`config.mk`:
```
export PLATFORM = sky130hd
export DESIGN_NAME = cmp2bit_reg
export DESIGN_NICKNAME = d
export VERILOG_FILES = /design/src/rtl/cmp2bit_reg.sv
export SDC_FILE = /design/constraint.sdc
export NUM_CORES = 1
export LEC_CHECK = 0
export ABC_AREA = 1
export CORE_MARGIN = 2
export CORE_UTILIZATION = 48
export CTS_BUF_LIST = sky130_fd_sc_hd__clkbuf_8
export CTS_CLUSTER_DIAMETER = 80
export DETAILED_ROUTE_END_ITERATION = 7
export PLACE_DENSITY = 0.8
export SLEW_MARGIN = 20
export SYNTH_ARGS = -nofsm -noshare
export SYNTH_HDL_FRONTEND = slang
export SYNTH_HIERARCHICAL = 1
export SYNTH_SLANG_ARGS = --single-unit
```
`constraint.sdc`:
```
create_clock -name clk -period 1.25 [get_ports clk]
set_input_delay 0.1875 -clock clk [delete_from_list [all_inputs] [get_ports clk]]
set_output_delay 0.1875 -clock clk [all_outputs]
set_load 0.01 [all_outputs]
```
`src/rtl/cmp2bit_reg.sv`:
```
// Registered 2-bit unsigned magnitude comparator slice with saturating result counters.
// Optional cascade inputs from a less-significant slice are enabled with CMP_CASCADE_EN.
module cmp2bit_sat_cnt #(
  parameter int CNT_W = 8
) (
  input  logic             clk,
  input  logic             rst_n,
  input  logic             clr,
  input  logic             inc,
  output logic [CNT_W-1:0] cnt
);
  always_ff @(posedge clk or negedge rst_n) begin
    if (!rst_n)                 cnt <= '0;
    else if (clr)               cnt <= '0;
    else if (inc && cnt != '1)  cnt <= cnt + 1'b1;
  end
endmodule

module cmp2bit_reg #(
  parameter int CNT_W = 8
) (
  input  logic             clk,
  input  logic             rst_n,
  input  logic             in_valid,
  input  logic [1:0]       a,
  input  logic [1:0]       b,
  input  logic             cnt_clr,
`ifdef CMP_CASCADE_EN
  input  logic             casc_eq_in,
  input  logic             casc_gt_in,
  input  logic             casc_lt_in,
`endif
  output logic             out_valid,
  output logic             equal,
  output logic             more,
  output logic             less,
  output logic [CNT_W-1:0] cnt_eq,
  output logic [CNT_W-1:0] cnt_gt,
  output logic [CNT_W-1:0] cnt_lt
);
  logic ceq, cgt, clt;
`ifdef CMP_CASCADE_EN
  assign ceq = casc_eq_in;
  assign cgt = casc_gt_in;
  assign clt = casc_lt_in;
`else
  // A standalone slice behaves like the least-significant one: lower bits "equal".
  assign ceq = 1'b1;
  assign cgt = 1'b0;
  assign clt = 1'b0;
`endif

  logic hi_eq, eq_c, gt_c, lt_c;
  assign hi_eq = a[1] ~^ b[1];
  assign eq_c  = hi_eq & (a[0] ~^ b[0]);
  assign gt_c  = (a[1] & ~b[1]) | (hi_eq & a[0] & ~b[0]);
  assign lt_c  = ~eq_c & ~gt_c;

  // res[0]=equal, res[1]=more, res[2]=less
  logic [2:0] res;
  assign res[0] = eq_c & ceq;
  assign res[1] = gt_c | (eq_c & cgt);
  assign res[2] = lt_c | (eq_c & clt);

  always_ff @(posedge clk or negedge rst_n) begin
    if (!rst_n) begin
      out_valid <= 1'b0;
      equal     <= 1'b0;
      more      <= 1'b0;
      less      <= 1'b0;
    end else begin
      out_valid <= in_valid;
      if (in_valid) begin
        equal <= res[0];
        more  <= res[1];
        less  <= res[2];
      end
    end
  end

  logic [2:0][CNT_W-1:0] cnt;
  for (genvar i = 0; i < 3; i++) begin : g_cnt
    cmp2bit_sat_cnt #(.CNT_W(CNT_W)) u_cnt (
      .clk  (clk),
      .rst_n(rst_n),
      .clr  (cnt_clr),
      .inc  (in_valid & res[i]),
      .cnt  (cnt[i])
    );
  end

  assign cnt_eq = cnt[0];
  assign cnt_gt = cnt[1];
  assign cnt_lt = cnt[2];
endmodule

```
==> impl_metrics.py <==
metrics = {
    "status": {
        "run_status": "complete, but fails checks",
        "violations": "setup timing",
    },
    "clock_tree": {
        "hold_buffers": 0,
        "cts_max_path_buffers": 2,
        "cts_root_buffer": "sky130_fd_sc_hd__clkbuf_8",
        "clock-sinks": 28,
        "htree_levels": 1,
        "worst_setup_hold_path_clk_slew_ns": 0.09,
        "cts_inserted_buffers": 3,
        "tritoncts": "yes",
        "clk_lat_worst_skew_ns": 0.27,
    },
    "sta": {
        "grt_setup_unrepaired": "yes",
        "timing.fmax_mhz": 742,
        "worst-slew-pin-transition_ns": 0.351,
        "final_max_slew_viols": 0,
        "slew_headroom_pct": 76.5,
        "setup_slack_ns": -0.0982,
        "period_share_pct": 108,
        "layout_min_cycle_time_ns": 1.35,
        "setup-violations-final": 19,
        "timing.final.hold_violations": 0,
        "timing.clock.skew_ns": 0.00164,
    },
    "logic_synthesis": {
        "post_synthesis_net_count": 259,
        "synthDistinctLibCells": 17,
        "yosysWarnings": 6,
        "syn-mean-instance-area_um2": 7.06,
        "ys_seq_elements": 28,
        "synthCells": 247,
        "synth_sequential_area_ratio_pct": 40.2,
        "syn_area_mm2": 0.00174,
    },
    "drt": {
        "average_detailed_routed_wire_length_per_instance_um": 13.0,
        "dr_total_vias": 1951,
        "route.detailed.vias_per_inst": 5.09,
        "first_pass_iters": 4,
        "drc_violations_left": 0,
        "routed_antenna_nets": 0,
        "drt_iter0_markers": 151,
        "drt_wl_total_um": 4970,
    },
    "power": {
        "vdd_drop_max_v": 0.000567,
        "power.clock.fraction_pct": 24.4,
        "seq_power_share_pct": 48.6,
        "design_power_total_mw": 2.02,
        "power.switching_fraction_pct": 29.3,
        "internal_power_mw": 1.43,
        "p_leak_nw": 1.45,
        "power-per-cell-area_mw_per_mm2": 730,
        "power_switching_mw": 0.592,
        "power.combinational.fraction_pct": 27.0,
    },
    "worst_hold_path": {
        "hold_path_class": "input port to asynchronous set/reset pin",
    },
    "finish": {
        "final_layout_size_suffix_gt1_share_pct": 39.5,
        "most-common-layout-cells": "63 x sky130_fd_sc_hd__nand2_1, 47 x sky130_fd_sc_hd__buf_4, 31 x sky130_fd_sc_hd__inv_1",
        "syn_to_final_growth_pct": 58.7,
        "layout_commonest_cell": "sky130_fd_sc_hd__nand2_1",
        "final.fill_count": 230,
        "final_nets": 351,
        "final_cells": 383,
        "antenna-diode-count": 0,
    },
    "die": {
        "floorplan.die.height_um": 64.3,
        "floorplan.rows": 21,
        "floorplan.die_area_mm2": 0.00413,
        "effective_utilization_at_floorplan_pct": 51.0,
        "boundaryPins": 36,
        "placeableCoreArea_mm2": 0.00342,
        "die_width_um": 64.3,
    },
    "setup_path": {
        "worst_setup_path_category": "flip-flop to flip-flop",
        "cp-end-kind": "flip-flop",
        "critical_path_peak_fanout": 6,
        "setup.worst_path.start_class": "flip-flop",
        "timing.critical_path.required_ns": 1.42,
        "critPathArrivalTime_ns": 1.52,
    },
    "placed_design": {
        "hpwlAfterDp_um": 3170,
        "port_buffers": 35,
        "placed_cells_incl_taps": 351,
        "weighted_congestion_at_the_end_of_routability_driven_global_placement": 0.885,
    },
    "grt": {
        "grt_first_pass_wirelength_um": 7820,
        "grtUsageTotal_pct": 24.0,
        "global_route.overflow_total": 0,
        "antenna_found_initial": 0,
        "grt_start_max_net_pins": 29,
        "first_global_vias": 1835,
    },
    "job": {
        "maxCapViolations": 0,
    },
}
timing repair:
item | in CTS | in global routing
buffers inserted | 24 | 5
hold endpoints to repair | 0 | 0
resized for setup | 72 | 34
endpoints found under the setup margin | 52 | 30
pin swaps | 12 | 21
metrics by stage:
stage	cell area [µm²]	TNS (ns)	setup slack, ns	hold WS, ns	utilization, %
2_1_floorplan	1780	-0.243	-0.0527	-0.108	-
3_3_place_gp	2380	-14.33	-0.666	0.485	69.6
3_5_place_dp	2380	-14.98	-0.714	0.485	69.6
4_1_cts	2660	-0.894	-0.0741	0.280	78.0
5_1_grt	2770	-2.76	-0.171	0.286	81.0
6_report	2770	-1.31	-0.0982	0.274	81.0
power by group through the flow:
stage                     clock network [mW]  logic, mW  registers [mW]
after detailed placement                   0      0.473            1.01
after CTS                              0.501      0.509           0.981
after global routing                   0.546      0.591           0.986
after global placement                     0      0.465            1.01
after floorplan                            0      0.178            1.04
final                                  0.492      0.544           0.981
registers in the layout, indices dropped and copies added (netlist names):
signal           flops
out_valid            1
equal                1
less                 1
g_cnt.u_cnt/cnt     24
more                 1
final timing paths:
check	from	end	slack [ns]	cells past startpoint
hold / removal	rst_n	g_cnt[1].u_cnt/cnt[7]	0.27	2
min in group clk	a[1]	less	0.32	5
max in group asynchronous	rst_n	g_cnt[2].u_cnt/cnt[2]	0.80	2
hold reg to reg	equal	equal	0.50	2
setup reg to reg	g_cnt[0].u_cnt/cnt[1]	g_cnt[0].u_cnt/cnt[1]	-0.1	10
setup / recovery	g_cnt[0].u_cnt/cnt[1]	g_cnt[0].u_cnt/cnt[1]	-0.1	10
metal layers:
layer	wire length [µm]	share of wire, %	vias up	GRT usage, %
li1	-	-	959	-
met1	2140	43	921	29.1
met2	2560	52	65	42.4
met3	218	4.4	6	3.87
met4	49	0.99	0	9.31
met5	0	0	-	0
cell usage after synthesis:
master,count,share of area (%)
sky130_fd_sc_hd__inv_1,34,7.3
sky130_fd_sc_hd__nand3_1,27,7.8
sky130_fd_sc_hd__nand3_2,2,1.1
sky130_fd_sc_hd__dfrtp_1,28,40
sky130_fd_sc_hd__a21oi_1,12,3.4
sky130_fd_sc_hd__nor2_1,18,3.9
sky130_fd_sc_hd__inv_2,1,0.22
sky130_fd_sc_hd__nor2_2,7,2.5
sky130_fd_sc_hd__nor3_1,6,1.7
sky130_fd_sc_hd__nand2_1,81,17
sky130_fd_sc_hd__ha_1,4,2.9
sky130_fd_sc_hd__nand2_4,3,1.9
sky130_fd_sc_hd__o21ai_1,5,1.4
sky130_fd_sc_hd__a21oi_2,3,1.5
sky130_fd_sc_hd__nand2_2,7,2.5
sky130_fd_sc_hd__clkinv_4,3,1.5
sky130_fd_sc_hd__o21bai_1,6,2.6
cell families (layout without fill, tap and decap cells):
family | after synthesis | after routing | synth area share [%]
flip-flops | 28 | 28 | 40.2
buffers and inverters | 38 | 128 | 9.05
AND/OR/NAND/NOR | 151 | 151 | 38.9
AO/OA/AOI/OAI | 26 | 26 | 8.97
adder cells (fa/ha/maj) | 4 | 4 | 2.87
worst max-delay path, stage by stage (launching register included):
cell and delay [ns]:
sky130_fd_sc_hd__dfrtp_1 0.41, sky130_fd_sc_hd__buf_6 0.13, sky130_fd_sc_hd__ha_4 0.16, sky130_fd_sc_hd__nand2_4 0.07, sky130_fd_sc_hd__nor2_4 0.04, sky130_fd_sc_hd__nand2_2 0.07
sky130_fd_sc_hd__nand2_2 0.06, sky130_fd_sc_hd__nand2_4 0.11, sky130_fd_sc_hd__clkinv_4 0.09, sky130_fd_sc_hd__nand2_1 0.07, sky130_fd_sc_hd__nand2_1 0.05
final cells by class:
cell class / instances / area (µm²) / area share [%]
Timing Repair Buffer: 87 / 717 / 25.9
Tap cell: 46 / 57.6 / 2.08
Multi-Input combinational cell: 181 / 1080 / 39.2
Clock buffer: 3 / 41.3 / 1.49
Inverter: 38 / 160 / 5.79
Sequential cell: 28 / 704 / 25.5
(Power assumes the default switching activity.)
